<file path="config.mk">
export PLATFORM = sky130hd
export DESIGN_NAME = cla_add_scheduler
export DESIGN_NICKNAME = d
export VERILOG_FILES = /design/src/rtl/cla_sched_pkg.sv /design/src/rtl/CLA32bit.sv /design/src/rtl/rr_arbiter.sv /design/src/rtl/cla_add_scheduler.sv
export SDC_FILE = /design/constraint.sdc
export NUM_CORES = 1
export LEC_CHECK = 0
export CAP_MARGIN = 15
export CORE_AREA = 3 3 233 235
export CTS_CLUSTER_SIZE = 40
export DETAILED_ROUTE_END_ITERATION = 16
export DIE_AREA = 0 0 236 238
export MAX_ROUTING_LAYER = met4
export PLACE_DENSITY = 0.6
export SYNTH_ARGS = -nofsm -noshare
export SYNTH_HDL_FRONTEND = slang
export SYNTH_SLANG_ARGS = --single-unit
</file>
<file path="constraint.sdc">
create_clock -name clk -period 6.75 [get_ports clk]
set_clock_uncertainty 0.05 [all_clocks]
set_input_delay 0.675 -clock clk [delete_from_list [all_inputs] [get_ports clk]]
set_output_delay 0.675 -clock clk [all_outputs]
set_load 0.03 [all_outputs]
</file>
<file path="src/rtl/cla_sched_pkg.sv">
// Shared types, widths and overflow helper for the shared-CLA add scheduler.
package cla_sched_pkg;

  localparam int WORD  = 32;
  localparam int DWORD = 64;

  typedef enum logic [1:0] {
    IDLE = 2'd0,
    LOW  = 2'd1,
    HIGH = 2'd2,
    RESP = 2'd3
  } state_e;

  // Signed overflow from operand and result sign bits at the operation width.
  function automatic logic ovf_detect(input logic a_msb, input logic b_msb, input logic s_msb);
    return (a_msb == b_msb) && (s_msb != a_msb);
  endfunction

endpackage

</file>
<file path="src/rtl/CLA32bit.sv">
// 32-bit carry look-ahead adder: 4-bit look-ahead groups, group carries chained.
module CLA32bit (
  input  logic [31:0] a_i,
  input  logic [31:0] b_i,
  input  logic        cin_i,
  output logic [31:0] sum_o,
  output logic        cout_o
);

  logic [31:0] g;
  logic [31:0] p;
  logic [31:0] c;
  logic        cg;

  always_comb begin
    g  = a_i & b_i;
    p  = a_i ^ b_i;
    c  = '0;
    cg = cin_i;
    for (int k = 0; k < 8; k++) begin
      c[4*k]   = cg;
      c[4*k+1] = g[4*k] | (p[4*k] & cg);
      c[4*k+2] = g[4*k+1] | (p[4*k+1] & g[4*k]) | (p[4*k+1] & p[4*k] & cg);
      c[4*k+3] = g[4*k+2] | (p[4*k+2] & g[4*k+1]) | (p[4*k+2] & p[4*k+1] & g[4*k])
               | (p[4*k+2] & p[4*k+1] & p[4*k] & cg);
      cg = g[4*k+3] | (p[4*k+3] & g[4*k+2]) | (p[4*k+3] & p[4*k+2] & g[4*k+1])
         | (p[4*k+3] & p[4*k+2] & p[4*k+1] & g[4*k]) | ((&p[4*k+3 -: 4]) & cg);
    end
    sum_o  = p ^ c;
    cout_o = cg;
  end

endmodule

</file>
<file path="src/rtl/rr_arbiter.sv">
// Round-robin winner select starting at ptr; ptr moves past the winner on accept.
module rr_arbiter #(
  parameter int N_REQ = 4,
  parameter int ID_W  = $clog2(N_REQ)
) (
  input  logic             clk,
  input  logic             rst_n,
  input  logic [N_REQ-1:0] valid_i,
  input  logic             accept_i,
  output logic             any_o,
  output logic [ID_W-1:0]  win_o,
  output logic [N_REQ-1:0] onehot_o
);

  logic [ID_W-1:0] ptr_q;
  logic [ID_W-1:0] ptr_d;

  // Scan from the far end so the smallest offset from ptr wins.
  always_comb begin
    int idx;
    idx   = 0;
    win_o = '0;
    for (int off = N_REQ - 1; off >= 0; off--) begin
      idx = int'(ptr_q) + off;
      if (idx >= N_REQ) idx = idx - N_REQ;
      if (valid_i[idx[ID_W-1:0]]) win_o = idx[ID_W-1:0];
    end
  end

  assign any_o    = |valid_i;
  assign onehot_o = any_o ? (N_REQ'(1) << win_o) : '0;
  assign ptr_d    = (win_o == ID_W'(N_REQ - 1)) ? '0 : win_o + ID_W'(1);

  always_ff @(posedge clk) begin
    if (!rst_n)        ptr_q <= '0;
    else if (accept_i) ptr_q <= ptr_d;
  end

endmodule

</file>
<file path="src/rtl/cla_add_scheduler.sv">
// Shares one CLA32bit among N_REQ requesters; wide adds take a second pass.
//   state | meaning
//   IDLE  | grant offered to arbiter winner, operands captured on handshake
//   LOW   | low-word pass, carry kept for the high pass
//   HIGH  | high-word pass (wide only)
//   RESP  | result held until rsp_ready
module cla_add_scheduler
  import cla_sched_pkg::*;
#(
  parameter int N_REQ = 4,
  parameter int ID_W  = $clog2(N_REQ)
) (
  input  logic                   clk,
  input  logic                   rst_n,
  input  logic [N_REQ-1:0]       req_valid,
  output logic [N_REQ-1:0]       req_ready,
  input  logic [N_REQ*DWORD-1:0] req_a,
  input  logic [N_REQ*DWORD-1:0] req_b,
  input  logic [N_REQ-1:0]       req_cin,
  input  logic [N_REQ-1:0]       req_wide,
  output logic                   rsp_valid,
  input  logic                   rsp_ready,
  output logic [ID_W-1:0]        rsp_id,
  output logic [DWORD-1:0]       rsp_sum,
  output logic                   rsp_cout,
  output logic                   rsp_ovf
);

  state_e state_q, state_d;
  logic [DWORD-1:0] a_q, a_d, b_q, b_d;
  logic cin_q, cin_d, wide_q, wide_d;
  logic [ID_W-1:0] id_q, id_d;
  logic [WORD-1:0] sum_lo_q, sum_lo_d, sum_hi_q, sum_hi_d;
  logic carry_lo_q, carry_lo_d, cout_q, cout_d, ovf_q, ovf_d;

  logic any_valid, accept;
  logic [ID_W-1:0] win;
  logic [N_REQ-1:0] grant_oh;
  logic [DWORD-1:0] sel_a, sel_b;
  logic sel_cin, sel_wide;
  logic [WORD-1:0] add_a, add_b, add_sum;
  logic add_cin, add_cout;

  rr_arbiter #(.N_REQ(N_REQ), .ID_W(ID_W)) u_arb (
    .clk      (clk),
    .rst_n    (rst_n),
    .valid_i  (req_valid),
    .accept_i (accept),
    .any_o    (any_valid),
    .win_o    (win),
    .onehot_o (grant_oh)
  );

  always_comb begin
    sel_a    = '0;
    sel_b    = '0;
    sel_cin  = 1'b0;
    sel_wide = 1'b0;
    for (int i = 0; i < N_REQ; i++) begin
      if (win == ID_W'(i)) begin
        sel_a    = req_a[i*DWORD +: DWORD];
        sel_b    = req_b[i*DWORD +: DWORD];
        sel_cin  = req_cin[i];
        sel_wide = req_wide[i];
      end
    end
  end

  // Only the high pass sees the upper word and the chained low carry.
  always_comb begin
    if (state_q == HIGH) begin
      add_a   = a_q[DWORD-1:WORD];
      add_b   = b_q[DWORD-1:WORD];
      add_cin = carry_lo_q;
    end else begin
      add_a   = a_q[WORD-1:0];
      add_b   = b_q[WORD-1:0];
      add_cin = cin_q;
    end
  end

  CLA32bit u_cla (
    .a_i    (add_a),
    .b_i    (add_b),
    .cin_i  (add_cin),
    .sum_o  (add_sum),
    .cout_o (add_cout)
  );

  always_comb begin
    state_d    = state_q;
    a_d        = a_q;
    b_d        = b_q;
    cin_d      = cin_q;
    wide_d     = wide_q;
    id_d       = id_q;
    sum_lo_d   = sum_lo_q;
    sum_hi_d   = sum_hi_q;
    carry_lo_d = carry_lo_q;
    cout_d     = cout_q;
    ovf_d      = ovf_q;
    accept     = 1'b0;
    case (state_q)
      IDLE: begin
        if (any_valid) begin
          accept   = 1'b1;
          a_d      = sel_a;
          b_d      = sel_b;
          cin_d    = sel_cin;
          wide_d   = sel_wide;
          id_d     = win;
          sum_hi_d = '0;
          state_d  = LOW;
        end
      end
      LOW: begin
        sum_lo_d   = add_sum;
        carry_lo_d = add_cout;
        if (wide_q) begin
          state_d = HIGH;
        end else begin
          cout_d  = add_cout;
          ovf_d   = ovf_detect(a_q[WORD-1], b_q[WORD-1], add_sum[WORD-1]);
          state_d = RESP;
        end
      end
      HIGH: begin
        sum_hi_d = add_sum;
        cout_d   = add_cout;
        ovf_d    = ovf_detect(a_q[DWORD-1], b_q[DWORD-1], add_sum[WORD-1]);
        state_d  = RESP;
      end
      RESP: begin
        if (rsp_ready) state_d = IDLE;
      end
      default: state_d = IDLE;
    endcase
  end

  always_ff @(posedge clk) begin
    if (!rst_n) begin
      state_q    <= IDLE;
      a_q        <= '0;
      b_q        <= '0;
      cin_q      <= 1'b0;
      wide_q     <= 1'b0;
      id_q       <= '0;
      sum_lo_q   <= '0;
      sum_hi_q   <= '0;
      carry_lo_q <= 1'b0;
      cout_q     <= 1'b0;
      ovf_q      <= 1'b0;
    end else begin
      state_q    <= state_d;
      a_q        <= a_d;
      b_q        <= b_d;
      cin_q      <= cin_d;
      wide_q     <= wide_d;
      id_q       <= id_d;
      sum_lo_q   <= sum_lo_d;
      sum_hi_q   <= sum_hi_d;
      carry_lo_q <= carry_lo_d;
      cout_q     <= cout_d;
      ovf_q      <= ovf_d;
    end
  end

  assign req_ready = (state_q == IDLE) ? grant_oh : '0;
  assign rsp_valid = (state_q == RESP);
  assign rsp_id    = id_q;
  assign rsp_sum   = {sum_hi_q, sum_lo_q};
  assign rsp_cout  = cout_q;
  assign rsp_ovf   = ovf_q;

endmodule

</file>
### Yosys cells after proc, flatten, opt, wreduce, memory -nomap -nowiden

Index checks and enable logic that the tools add are counted.

* bits of input ports: 527
* output and inout port bits: 73
* flip-flop bits (word level): 203
* word-level logic and storage cells: 314

* add/sub/neg operators: 8
* equal/unequal tests: 13
* bitwise logic cells: 203
* shift-type cells: 1
* order comparisons: 8
* mux-type cells: 50
* reduce and logical (&&, ||, !) cells: 19

Operator list (count)
* $mux 64: 8
* $and 1x1->1: 120
* $mux 32: 3
* $or 1x1->1: 80
* $pmux 32 s2: 1
* $xor 32x32->32: 2
* $and 32x32->32: 1
* $reduce_and 4->1: 8
* $mux 2: 11
* $mux 1: 18
* $lt 2x3->1 const B: 4
* $ge 3x3->1 const B: 3
* $bmux 1 s2: 4
* $eq 2x2->1 const B: 4
* $mux 4: 2
* $pmux 2 s4: 1
* $reduce_and 2->1: 4
* $sub 2x1->2 const B: 4
* $add 2x2->3 const B: 2
* $eq 2x1->1 const B: 2
* $logic_not 2->1: 2
* $ne 2x1->1 const B: 2
* $pmux 1 s2: 2
* $reduce_bool 2->1: 2
* 9 further kinds: 12

### Longest topological paths before layout

* word-level depth: 27
* depth in mapped cells: 19
* depth with buffers taken out: 16

### Modules after synthesis

From an unflattened synthesis, not the netlist that was laid out.

* cells, all modules: 997
* area total of the unflattened synthesis: 12156.7 um^2

Modules (own cells, without submodules)
* cla_add_scheduler: sequential area each 4023.9 um^2, times used 1, area each 10463.8 um^2, cells an instance 794
* CLA32bit: sequential area each 0.0 um^2, times used 1, area each 1405.1 um^2, cells an instance 170
* rr_arbiter: sequential area each 40.0 um^2, times used 1, area each 287.8 um^2, cells an instance 33

### Worst setup path after synthesis

Ideal clock, no wire load.

* path kind: reg-to-reg
* start: register state_q[0]
* end: register sum_hi_q[29]
* clock period less this slack: 4.275 ns
* arrival: 4.109 ns
* stages on the path, launching flop included: 20
* setup time: 0.115 ns
* data required time: 6.585 ns
* setup slack: 2.475 ns
* path through: dfxtp_1 > inv_1 > ha_1 > buf_6 > clkbuf_1 > clkbuf_1 > mux2_2 > ha_1 > nand4_1 > nor2_1 > a221oi_2 > nand2_4 > a41oi_4 > o31ai_4 > a21o_1 > fa_1 > xnor2_1 > nor2_1 > a21oi_1 > nor2b_1

* word-level cells in the longest chain between the ends: 24
* elaborated cells between the ends (all ways): 91
* those cells by class: 2 x eq/ne; 4 x mux; 75 x bitwise; 10 x reduce/logical

RTL lines
* start, declared: RTL line cla_add_scheduler.sv:29 `state_e state_q, state_d;`
* start signal, assigned: RTL line cla_add_scheduler.sv:154 `state_q <= state_d;`
* $eq 2x2->1: RTL line cla_add_scheduler.sv:71, cla_add_scheduler.sv:103
* $mux 32: RTL line cla_add_scheduler.sv:71 `if (state_q == HIGH) begin`
* $xor 32x32->32 / $and 32x32->32 (equally long branches): RTL line CLA32bit.sv:17, CLA32bit.sv:16
* $and 1x1->1 (on tied branches): RTL line CLA32bit.sv:26, CLA32bit.sv:27
* $or 1x1->1, or another cell as far along: RTL line CLA32bit.sv:26 `cg = g[4*k+3] | (p[4*k+3] & g[4*k+2]) | (p[4*k+3] & p[4*k+2] & g[4*k+1])`
* $or 1x1->1 / $and 1x1->1 (equally long branches): RTL line CLA32bit.sv:26, CLA32bit.sv:27
* $or 1x1->1 (2 in a row): RTL line CLA32bit.sv:27 `| (p[4*k+3] & p[4*k+2] & p[4*k+1] & g[4*k]) | ((&p[4*k+3 -: 4]) & cg);`
* $and 1x1->1: RTL line CLA32bit.sv:27
* (+7 left out)
* $and 1x1->1: RTL line CLA32bit.sv:27
* $or 1x1->1: RTL line CLA32bit.sv:27
* $and 1x1->1: RTL line CLA32bit.sv:27
* $or 1x1->1: RTL line CLA32bit.sv:27
* $and 1x1->1: RTL line CLA32bit.sv:22 `c[4*k+1] = g[4*k] | (p[4*k] & cg);`
* $or 1x1->1: RTL line CLA32bit.sv:22
* $xor 32x32->32: RTL line CLA32bit.sv:29 `sum_o = p ^ c;`
* $pmux 32 s2: RTL line cla_add_scheduler.sv:103 `case (state_q)`
* end signal, assigned: RTL line cla_add_scheduler.sv:161 `sum_hi_q <= sum_hi_d;`
* end, declared: RTL line cla_add_scheduler.sv:33 `logic [WORD-1:0] sum_lo_q, sum_lo_d, sum_hi_q, sum_hi_d;`

Parallel ways exist; a longest one is shown, timed or not.
A chain may end at the register's enable or synchronous reset.

### Final worst setup path

Ends and elaborated chain as after synthesis.

==> metrics <==
final core area utilization slightly below 40%; Synth area leader dfxtp_1; CP Launch Type flop; Hold Vio Cnt, Final 0; initial core utilization about a quarter; DR pass1 iterations 6; via-per-instance ratio 5.14; Max-cap violations 0; final antenna-violating net count 0; Main synth FF type dfxtp_1; fin. max-slew vios 0; Worst slew margin around 30%; antenna violations before repair 12; vias in the first global route roughly 14k; register bit total from synthesis slightly above 200; Global Route met2 Usage 39.7%; Max Clock Freq about 0.21 GHz; worst path required time approximately 7.1 ns; outcome finished clean; core area ~52000 sq um; switch share roughly 48%; Worst Max-Slew Pin Slew 1.05 ns; gr ovfl total 0; CP Class flop to flop; Worst-Skew Late Latency between 0.5 and 0.6 ns; CP endpoint kind flop; Comb power frac roughly three fifths; critical path peak fanout 51; Mean Syn Cell Area 8.25 sq um; cell count after synthesis approximately 1.6k; Final #Nets 2659; die width between 200 and 250 um; wire length of the first global-routing pass ~94 mm; fin crit share between 60% and 70%; CTS tree done; Num CTS Buffers 25; final setup fails 0; CTS resizes 0; Port Buf Inserts roughly 600; drt drc 0; Synth cell types 61; CTS Sinks 203; All-Layer GR Usage a little under a quarter; share of cells above drive strength 1 6.71%; net switching power a little under 4 mW; # IOs 600; largest net degree at the start of global routing ~150; Net Count, Synth between 2k and 2.5k; setup_tns 0 ns; VDD IR max about 0.0002 V; Clk pwr share between 10% and 20%; pwr/cell area 409 nW/um^2; Clock Path Buffers 3; Die ar. 56200 sq um; Mapped Area between 10000 and 15000 sq um; # Post-CTS Setup Buffers 0; WL/cell between 20 and 25 um; Reg power frac between 20% and 30%; leakage roughly 8.5 nW; met1 usage a little over a quarter; Synth area leaders dfxtp_1 (31%), o211a_1 (11%), a22oi_1 (8.3%), o211ai_1 (7.6%), a21oi_1 (6.1%); Hold Buf Count CTS 0; Rows 84; total internal power between 4 and 5 mW; GP Congestion 0.892; M3 GR Usage under 10%; crit path time final 4.70 ns; area delta synth->final 55.1%; total wire length 65.5 mm; pre-CTS setup slack between 2 and 2.5 ns; Synth top area share a little under a third; Die H between 200 and 250 um; clk root buf clkbuf_16; most used routing layer met2; initial DRC count approximately 820; via count between 10k and 15k; CP arrival 5.08 ns; FFs w/ async S/R, synth 0%; unrepaired setup endpoints after global routing false; Yosys warning total 0; DP HPWL roughly 52 mm; Final WS setup 2.05 ns; Seq/Total Area, Yosys between 30 and 40%; htree depth 1; hold crit path type flop to flop; number of synthesized flops with an enable pin 0; Clock Pin Slew Worst Setup and Hold Paths 0.06 ns
[layer usage]
layer  share of wire [%]  wire (um)
met1                  40      26300
met2                  50      32600
met3                 6.1       4010
met5                   0          0
met4                 4.0       2610
[power by group through the flow]
stage          clock, mW  sequential, mW  combinational, mW
4_1_cts             1.30            2.08               5.08
3_5_place_dp           0            2.10               5.06
3_3_place_gp           0            2.12               4.97
5_1_grt             1.34            2.11               5.47
2_1_floorplan          0            2.11               2.98
6_report            1.26            2.07               5.03
[stage by stage]
stage	hold slack, ns	std cells	power [mW]	cell area (sq um)
6_report	0.403	2790	8.36	20500
3_5_place_dp	0.392	2745	7.16	19700
4_1_cts	0.405	2788	8.47	20500
5_1_grt	0.438	2790	8.92	20500
3_3_place_gp	0.389	2745	7.09	19700
2_1_floorplan	0.417	1598	5.09	13200
[worst max-delay path: stages (launching register included)]
cell and delay [ns]:
dfxtp_1 0.34, inv_1 0.17, ha_4 0.66, buf_4 0.40
mux2_2 0.38, ha_1 0.39, a21o_1 0.25, a31oi_1 0.17
o221ai_1 0.22, a41oi_4 0.29, o31ai_4 0.13, a21o_1 0.22
fa_1 0.44, xnor2_1 0.19, nor2_1 0.07, a21oi_1 0.12
nor2b_1 0.05
[cells by family after synthesis]
logic type / after synthesis / share of synthesized area, %
xor gates and xnor gates: 19 / 1.26
and+or+nand+nor: 418 / 13.8
AOI/OAI and AO/OA: 649 / 36.9
buffers and inverters: 177 / 5.09
muxes: 84 / 7.08
DFF: 203 / 30.8
adders and majority gates: 48 / 5.01
[synthesized netlist by cell type (all sizes together) (2+ instances only)]
cell	n
mux2i	20
o21bai	2
xnor2	11
o31ai	8
o211ai	133
o22ai	2
o2111ai	2
or3	3
buf	10
o21ai	15
nand4	5
inv	17
nand3	7
a211oi	3
clkbuf	149
nor4	2
mux2	64
nand3b	4
a21oi	162
a22oi	145
a31oi	3
nand2	171
fa	8
dfxtp	203
nor3	8
ha	40
nand2b	2
and2	7
o211a	139
nor2	154
nand4b	3
xor2	8
and3	2
a21o	14
nor2b	46
a21boi	4
a31o	3
o21a	4
[final cells by class]
type / count / area [sq um]
multi-input combinational: 1218 / 8530
antenna: 2 / 5.00
sequential: 203 / 4060
timing repair buffer: 618 / 6180
clock inverter: 6 / 35.0
tap: 688 / 861
fill: 5290 / 32000
clock buffer: 37 / 721
inverter: 18 / 67.6
[final timing paths]
path / from / to / slack (ns) / cells after the start
max reg2reg: state_q[0] / sum_hi_q[29] / 2.05 / 16
min reg2reg: sum_hi_q[19] / sum_hi_q[19] / 0.40 / 2
min: sum_hi_q[19] / sum_hi_q[19] / 0.40 / 2
max: state_q[0] / sum_hi_q[29] / 2.05 / 16
[cell usage in the layout (no fill, tap or decap), drive strengths merged, types with 17 or more instances in the layout]
cell type | Yosys | final
mux2 | 64 | 64
nor2 | 154 | 154
a21oi | 162 | 162
o211a | 139 | 139
inv | 17 | 17
nand2 | 171 | 171
dfxtp | 203 | 203
o211ai | 133 | 133
ha | 40 | 40
clkbuf | 149 | 37
mux2i | 20 | 20
nor2b | 46 | 46
buf | 10 | 20
a22oi | 145 | 145
clkdlybuf4s50 | 0 | 598
[sequential cells by signal, summed over array words and instances (netlist names)]
register and cells:
wide_q 1, sum_lo_q 32, rsp_ovf 1, state_q 2, carry_lo_q 1, cin_q 1
rsp_id 2, b_q 64, a_q 64, u_arb.ptr_q 2, rsp_cout 1, sum_hi_q 32
No activity file was read; power rests on OpenSTA's default activity.
